==> src/rtl/nvdla_glb_pkg.sv <==
// Shared field layout, state encoding and requester IDs for the
// global-block CSB arbiter.
package nvdla_glb_pkg;

  localparam int REQ_W        = 63;
  localparam int RESP_W       = 34;
  localparam int REQ_ADDR_W   = 22;
  localparam int REQ_WDAT_LSB = 22;
  localparam int REQ_WDAT_W   = 32;
  localparam int REQ_WR_BIT   = 54;
  localparam int REQ_NP_BIT   = 55;
  localparam int RESP_RDAT_W  = 32;
  localparam int RESP_ERR_BIT = 32;
  localparam int RESP_WR_BIT  = 33;

  localparam logic HOST = 1'b0;
  localparam logic SEQ  = 1'b1;

  typedef enum logic [1:0] {
    ST_IDLE,
    ST_ISSUE,
    ST_WAIT_RESP
  } arb_state_t;

  // Posted writes complete on acceptance; everything else waits.
  function automatic logic needs_resp(input logic [REQ_W-1:0] pd);
    return pd[REQ_NP_BIT] | ~pd[REQ_WR_BIT];
  endfunction

  function automatic logic [RESP_W-1:0] err_resp(input logic wr);
    logic [RESP_W-1:0] r;
    r = '0;
    r[RESP_WR_BIT]  = wr;
    r[RESP_ERR_BIT] = 1'b1;
    return r;
  endfunction

endpackage

==> src/rtl/nvdla_glb_rr_arb2.sv <==
// Two-way round-robin select: on a tie the requester that was
// not granted last wins.
module nvdla_glb_rr_arb2
  import nvdla_glb_pkg::*;
(
  input  logic [1:0] req,
  input  logic       last_gnt,
  output logic [1:0] gnt
);

  always_comb begin
    gnt = 2'b00;
    unique case (req)
      2'b01:   gnt = 2'b01;
      2'b10:   gnt = 2'b10;
      2'b11:   gnt = (last_gnt == SEQ) ? 2'b01 : 2'b10;
      default: gnt = 2'b00;
    endcase
  end

endmodule

==> src/rtl/nvdla_glb_csb_arb.sv <==
// Arbitrates host and sequencer CSB requests onto the global block.
// NVDLA_GLB_CSB_ARB_TIMEOUT_EN adds an error response on lost replies.
module nvdla_glb_csb_arb
  import nvdla_glb_pkg::*;
#(
  parameter int TIMEOUT_CYCLES = 1024,
  parameter int CNT_W          = 11
) (
  input  logic              nvdla_core_clk,
  input  logic              nvdla_core_rst,
  input  logic              host_req_pvld,
  output logic              host_req_prdy,
  input  logic [REQ_W-1:0]  host_req_pd,
  input  logic              seq_req_pvld,
  output logic              seq_req_prdy,
  input  logic [REQ_W-1:0]  seq_req_pd,
  output logic              csb2glb_req_pvld,
  input  logic              csb2glb_req_prdy,
  output logic [REQ_W-1:0]  csb2glb_req_pd,
  input  logic              glb2csb_resp_valid,
  input  logic [RESP_W-1:0] glb2csb_resp_pd,
  output logic              host_resp_valid,
  output logic [RESP_W-1:0] host_resp_pd,
  output logic              seq_resp_valid,
  output logic [RESP_W-1:0] seq_resp_pd,
  output logic              arb_busy
);

  if (CNT_W < $clog2(TIMEOUT_CYCLES + 1)) begin : g_cnt_w_chk
    $error("CNT_W too narrow for TIMEOUT_CYCLES");
  end

  arb_state_t        state;
  logic              last_gnt;
  logic              owner;
  logic              csb_vld;
  logic [REQ_W-1:0]  hold_pd;
  logic [1:0]        gnt;
  logic              fwd;
  logic [RESP_W-1:0] fwd_pd;

  nvdla_glb_rr_arb2 u_rr (
    .req      ({seq_req_pvld, host_req_pvld}),
    .last_gnt (last_gnt),
    .gnt      (gnt)
  );

  assign host_req_prdy    = (state == ST_IDLE) & gnt[0];
  assign seq_req_prdy     = (state == ST_IDLE) & gnt[1];
  assign csb2glb_req_pvld = csb_vld;
  assign csb2glb_req_pd   = hold_pd;
  assign arb_busy         = (state != ST_IDLE);

`ifdef NVDLA_GLB_CSB_ARB_TIMEOUT_EN
  logic [CNT_W-1:0] cnt;
  logic             tmo;

  assign tmo = (cnt == CNT_W'(TIMEOUT_CYCLES - 1));
`endif

  // A real response in the expiry cycle takes precedence.
  always_comb begin
    fwd    = 1'b0;
    fwd_pd = glb2csb_resp_pd;
    if (state == ST_WAIT_RESP) begin
      if (glb2csb_resp_valid) begin
        fwd = 1'b1;
      end
`ifdef NVDLA_GLB_CSB_ARB_TIMEOUT_EN
      else if (tmo) begin
        fwd    = 1'b1;
        fwd_pd = err_resp(hold_pd[REQ_WR_BIT]);
      end
`endif
    end
  end

  always_ff @(posedge nvdla_core_clk or posedge nvdla_core_rst) begin
    if (nvdla_core_rst) begin
      state           <= ST_IDLE;
      last_gnt        <= SEQ;
      owner           <= HOST;
      csb_vld         <= 1'b0;
      hold_pd         <= '0;
      host_resp_valid <= 1'b0;
      host_resp_pd    <= '0;
      seq_resp_valid  <= 1'b0;
      seq_resp_pd     <= '0;
`ifdef NVDLA_GLB_CSB_ARB_TIMEOUT_EN
      cnt             <= '0;
`endif
    end else begin
      host_resp_valid <= 1'b0;
      seq_resp_valid  <= 1'b0;
      if (fwd) begin
        if (owner == SEQ) begin
          seq_resp_valid <= 1'b1;
          seq_resp_pd    <= fwd_pd;
        end else begin
          host_resp_valid <= 1'b1;
          host_resp_pd    <= fwd_pd;
        end
      end
      unique case (state)
        ST_IDLE: begin
          if (|gnt) begin
            hold_pd  <= gnt[1] ? seq_req_pd : host_req_pd;
            owner    <= gnt[1];
            last_gnt <= gnt[1];
            csb_vld  <= 1'b1;
            state    <= ST_ISSUE;
          end
        end
        ST_ISSUE: begin
          if (csb2glb_req_prdy) begin
            csb_vld <= 1'b0;
            state   <= needs_resp(hold_pd) ? ST_WAIT_RESP : ST_IDLE;
`ifdef NVDLA_GLB_CSB_ARB_TIMEOUT_EN
            cnt     <= '0;
`endif
          end
        end
        ST_WAIT_RESP: begin
          if (fwd) begin
            state <= ST_IDLE;
          end
`ifdef NVDLA_GLB_CSB_ARB_TIMEOUT_EN
          else begin
            cnt <= cnt + 1'b1;
          end
`endif
        end
        default: state <= ST_IDLE;
      endcase
    end
  end

endmodule

==> config.mk <==
export PLATFORM = sky130hd
export DESIGN_NAME = nvdla_glb_csb_arb
export DESIGN_NICKNAME = d
export VERILOG_FILES = /design/src/rtl/nvdla_glb_pkg.sv /design/src/rtl/nvdla_glb_rr_arb2.sv /design/src/rtl/nvdla_glb_csb_arb.sv
export SDC_FILE = /design/constraint.sdc
export NUM_CORES = 1
export LEC_CHECK = 0
export ABC_CLOCK_PERIOD_IN_PS = 5010
export CAP_MARGIN = 30
export CORE_ASPECT_RATIO = 1.25
export CORE_MARGIN = 2
export CORE_UTILIZATION = 35
export DETAILED_ROUTE_END_ITERATION = 7
export PLACE_DENSITY_LB_ADDON = 0.12
export REMOVE_ABC_BUFFERS = 1
export SYNTH_ARGS = -nofsm -noshare
export SYNTH_HDL_FRONTEND = slang
export SYNTH_SLANG_ARGS = --single-unit
==> constraint.sdc <==
create_clock -name nvdla_core_clk -period 5.01 [get_ports nvdla_core_clk]
set_clock_uncertainty 0.15 [all_clocks]
set_input_delay 0.7515 -clock nvdla_core_clk [delete_from_list [all_inputs] [get_ports nvdla_core_clk]]
set_output_delay 0.7515 -clock nvdla_core_clk [all_outputs]
set_load 0.05 [all_outputs]
==> summary.md <==
| Metric | Value |
|---|---|
| H-tree depth | 4 |
| FF-to-FF path depth | 4 |
| Startpoint Class | register |
| Outcome | finished clean |
| Initial antenna violation count | 1 |
| Routed len/inst | 18.53 um |
| Leak pwr | 3.979 nW |
| Yosys warns | 0 |
| Syn Inst Count | 531 |
| DRC Markers | 0 |
| Most frequent cells in the layout | clkdlybuf4s50_1 (301), dfrtp_1 (137), mux2_2 (68) |
| Worst min path class | reg2reg |
| Syn-to-layout area delta | 64.09% |
| Yosys reg bits | 138 |
| Fin area | 9707 um2 |
| Vias in the first global route | 5,630 |
| Detailed-route via count | 5,347 |
| Final cell count without fillers | 1,049 |
| Hold Path Depth | 1 |
| FMAX | 270.9 MHz |
| Reg clk slew, reported paths | 0.06 ns |
| Post-CTS sizing | 0 |
| Largest net degree at the start of global routing | 110 |
| Uppermost layer routed | met4 |
| Worst Path Required | 4.11 ns |
| Routability cong. | 0.8043 |
| Period utilisation layout | 73.68% |
| Synthesized area per cell | 11.14 um2 |
| Inst Count DP | 1,015 |
| CTS Root Cell | clkbuf_16 |
| Final setup vio count | 0 |
| Final Hold Vio Count | 0 |
| Metal-1 WL | 7.436 mm |
| First-pass GRT wire length | 29.99 mm |
| Postcts setup bufs | 0 |
| Longest Clk Path Bufs | 2 |
| Max-cap viol count | 0 |
| Clk Latency, worst-skew pair | 0.41 ns |
| Drt total wl | 19.44 mm |
| Num CTS Buffers | 17 |
| Detail Route met2 WL | 9.642 mm |
| Share of post-route cells with drive strength above 1 | 14.25% |
| CTS Sinks | 138 |
| Vias per cell | 5.097 |
| Post-place instance area | 9114 um2 |
| Rows | 53 |
| Die area | 17,960 um2 |
| Worst-path fanout max | 51 |
| Critical path cell sequence | nor2_1 -> inv_1 -> buf_4 -> clkdlybuf4s50_1 |
| Hpwl dp | 13.49 mm |
| CTS Hold Bufs | 0 |
| Met3 Wirelength | 2.014 mm |
| TritonCTS clock tree | done |
| Fin crit period | 3.691 ns |
| Worst vdd ir | 0.0003173 V |
| Iter 0 DRT Violations | 270 |
| Hold WS | 0.3512 ns |
| Most common cell after layout, fill and taps aside | clkdlybuf4s50_1 |
| Pre-antenna DRT Iters | 7 |
| Die height | 149.4 um |
| Nets | 981 |
| WP depth | 4 |
| Mapped cell area | 5916 um2 |
| Fin. max-slew vios | 0 |
| Port Buffer Count | 302 |
| Sum of negative setup slack | 0 ns |
| Least-Margin Pin Slew | 0.7224 ns |
| Critical Path End Type | output pin |
| IO Pins | 303 |
| Core area | 16,710 um2 |
| Slew Limit Headroom | 51.84% |
| Library cells used by synthesis | 21 |
| Starting Density | 35.40% |
| Worst Path Buf+Inv | 3 |
| Tot GR Track Use | 21.47% |
| Critical path's slowest cell | clkdlybuf4s50_1 |
| Crit path DAT | 2.79 ns |
| Grt total ovfl | 0 |
| RSZ-0062 raised after global routing | no |
| CP top delay family | buffers and inverters |
| Antenna-violating nets left | 0 |
| PD cells | 758.6 nW/um2 |
| Seq/Total Area, Yosys | 58.40% |
| Critical path's largest stage delay | 0.90 ns |
| Chip width | 120.3 um |
| CP Class | reg2out |
cell type report:
type / instances / area, um2
antenna: 1 / 2.502
clock buffer: 18 / 439.2
clock inverter: 14 / 123.9
fill: 1507 / 7004
inverter: 5 / 23.77
multi-input combinational: 341 / 2275
sequential: 138 / 3455
tap: 220 / 275.3
timing repair buffer: 312 / 3113
cell usage after synthesis:
cell       count  area, um2
dfrtp_1      137       3428
mux2_2        68      765.7
nor2_1        67      251.5
o21ai_0       66      330.3
a21oi_1       65      325.3
o31ai_1       63      473.0
clkbuf_1      32      120.1
buf_2          7      35.03
buf_1          5      18.77
inv_1          5      18.77
buf_4          3      22.52
nand2b_1       3      18.77
a2bb2oi_1      2      17.52
a21boi_2       1      11.26
a31oi_1        1      6.260
dfstp_2        1      26.28
nand2_1        1      3.750
nand4b_1       1      8.760
nor2b_1        1      6.260
nor3b_4        1      18.77
o32ai_1        1      8.760
worst paths after layout:
kind                                              start                              to  slack, ns
max                                state[1]$_DFFE_PP0P_                        arb_busy       1.32
min                        host_resp_pd[20]$_DFFE_PP0P_    host_resp_pd[20]$_DFFE_PP0P_       0.35
max reg2reg                        last_gnt$_DFFE_PP1P_  csb2glb_req_pd[54]$_DFFE_PP0P_       2.90
min reg2reg                host_resp_pd[20]$_DFFE_PP0P_    host_resp_pd[20]$_DFFE_PP0P_       0.35
max in group asynchronous                nvdla_core_rst  csb2glb_req_pd[25]$_DFFE_PP0P_       3.12
min in group asynchronous                nvdla_core_rst     seq_resp_pd[28]$_DFFE_PP0P_       0.47
report_power, final:
part	total (W)	internal (W)	switching, W
logic	0.00423	0.00145	0.00278
registers	0.00194	0.00166	0.000284
clock network	0.00120	0.000665	0.000533
total	0.00736	0.00377	0.00359
layer usage:
| layer | global-route usage, % | vias to the layer above |
|---|---|---|
| met3 | 9.021 | 21 |
| met4 | 6.395 | 0 |
| met5 | 0 | - |
| met1 | 24.22 | 2588 |
| li1 | - | 2484 |
| met2 | 37.07 | 254 |
state kept, by name (all words and copies together) (netlist names):
signal and count:
csb2glb_req_pd 63, csb2glb_req_pvld 1, host_resp_pd 34, host_resp_valid 1
last_gnt 1, owner 1, seq_resp_pd 34, seq_resp_valid 1
state 2
kinds of logic (layout without fill, tap and decap cells):
group	after synthesis	after routing	synth area share, %
other	0	1	0
muxes	68	68	12.94
AOI/OAI and AO/OA	199	199	19.82
and+or+nand+nor	74	74	5.203
buffers and inverters	52	349	3.638
DFF	138	138	58.40
metrics by stage:
| step | total power (W) | setup WS [ns] | util (%) |
|---|---|---|---|
| 5_1_grt | 0.007714 | 1.160 | 58.09 |
| 2_1_floorplan | 0.004622 | -1.074 | - |
| 6_report | 0.007364 | 1.319 | 58.09 |
| 4_1_cts | 0.007430 | 1.329 | 57.91 |
| 3_3_place_gp | 0.006140 | 1.528 | 54.54 |
| 3_5_place_dp | 0.006209 | 1.532 | 54.54 |
Power figures use the tool's default switching activity.
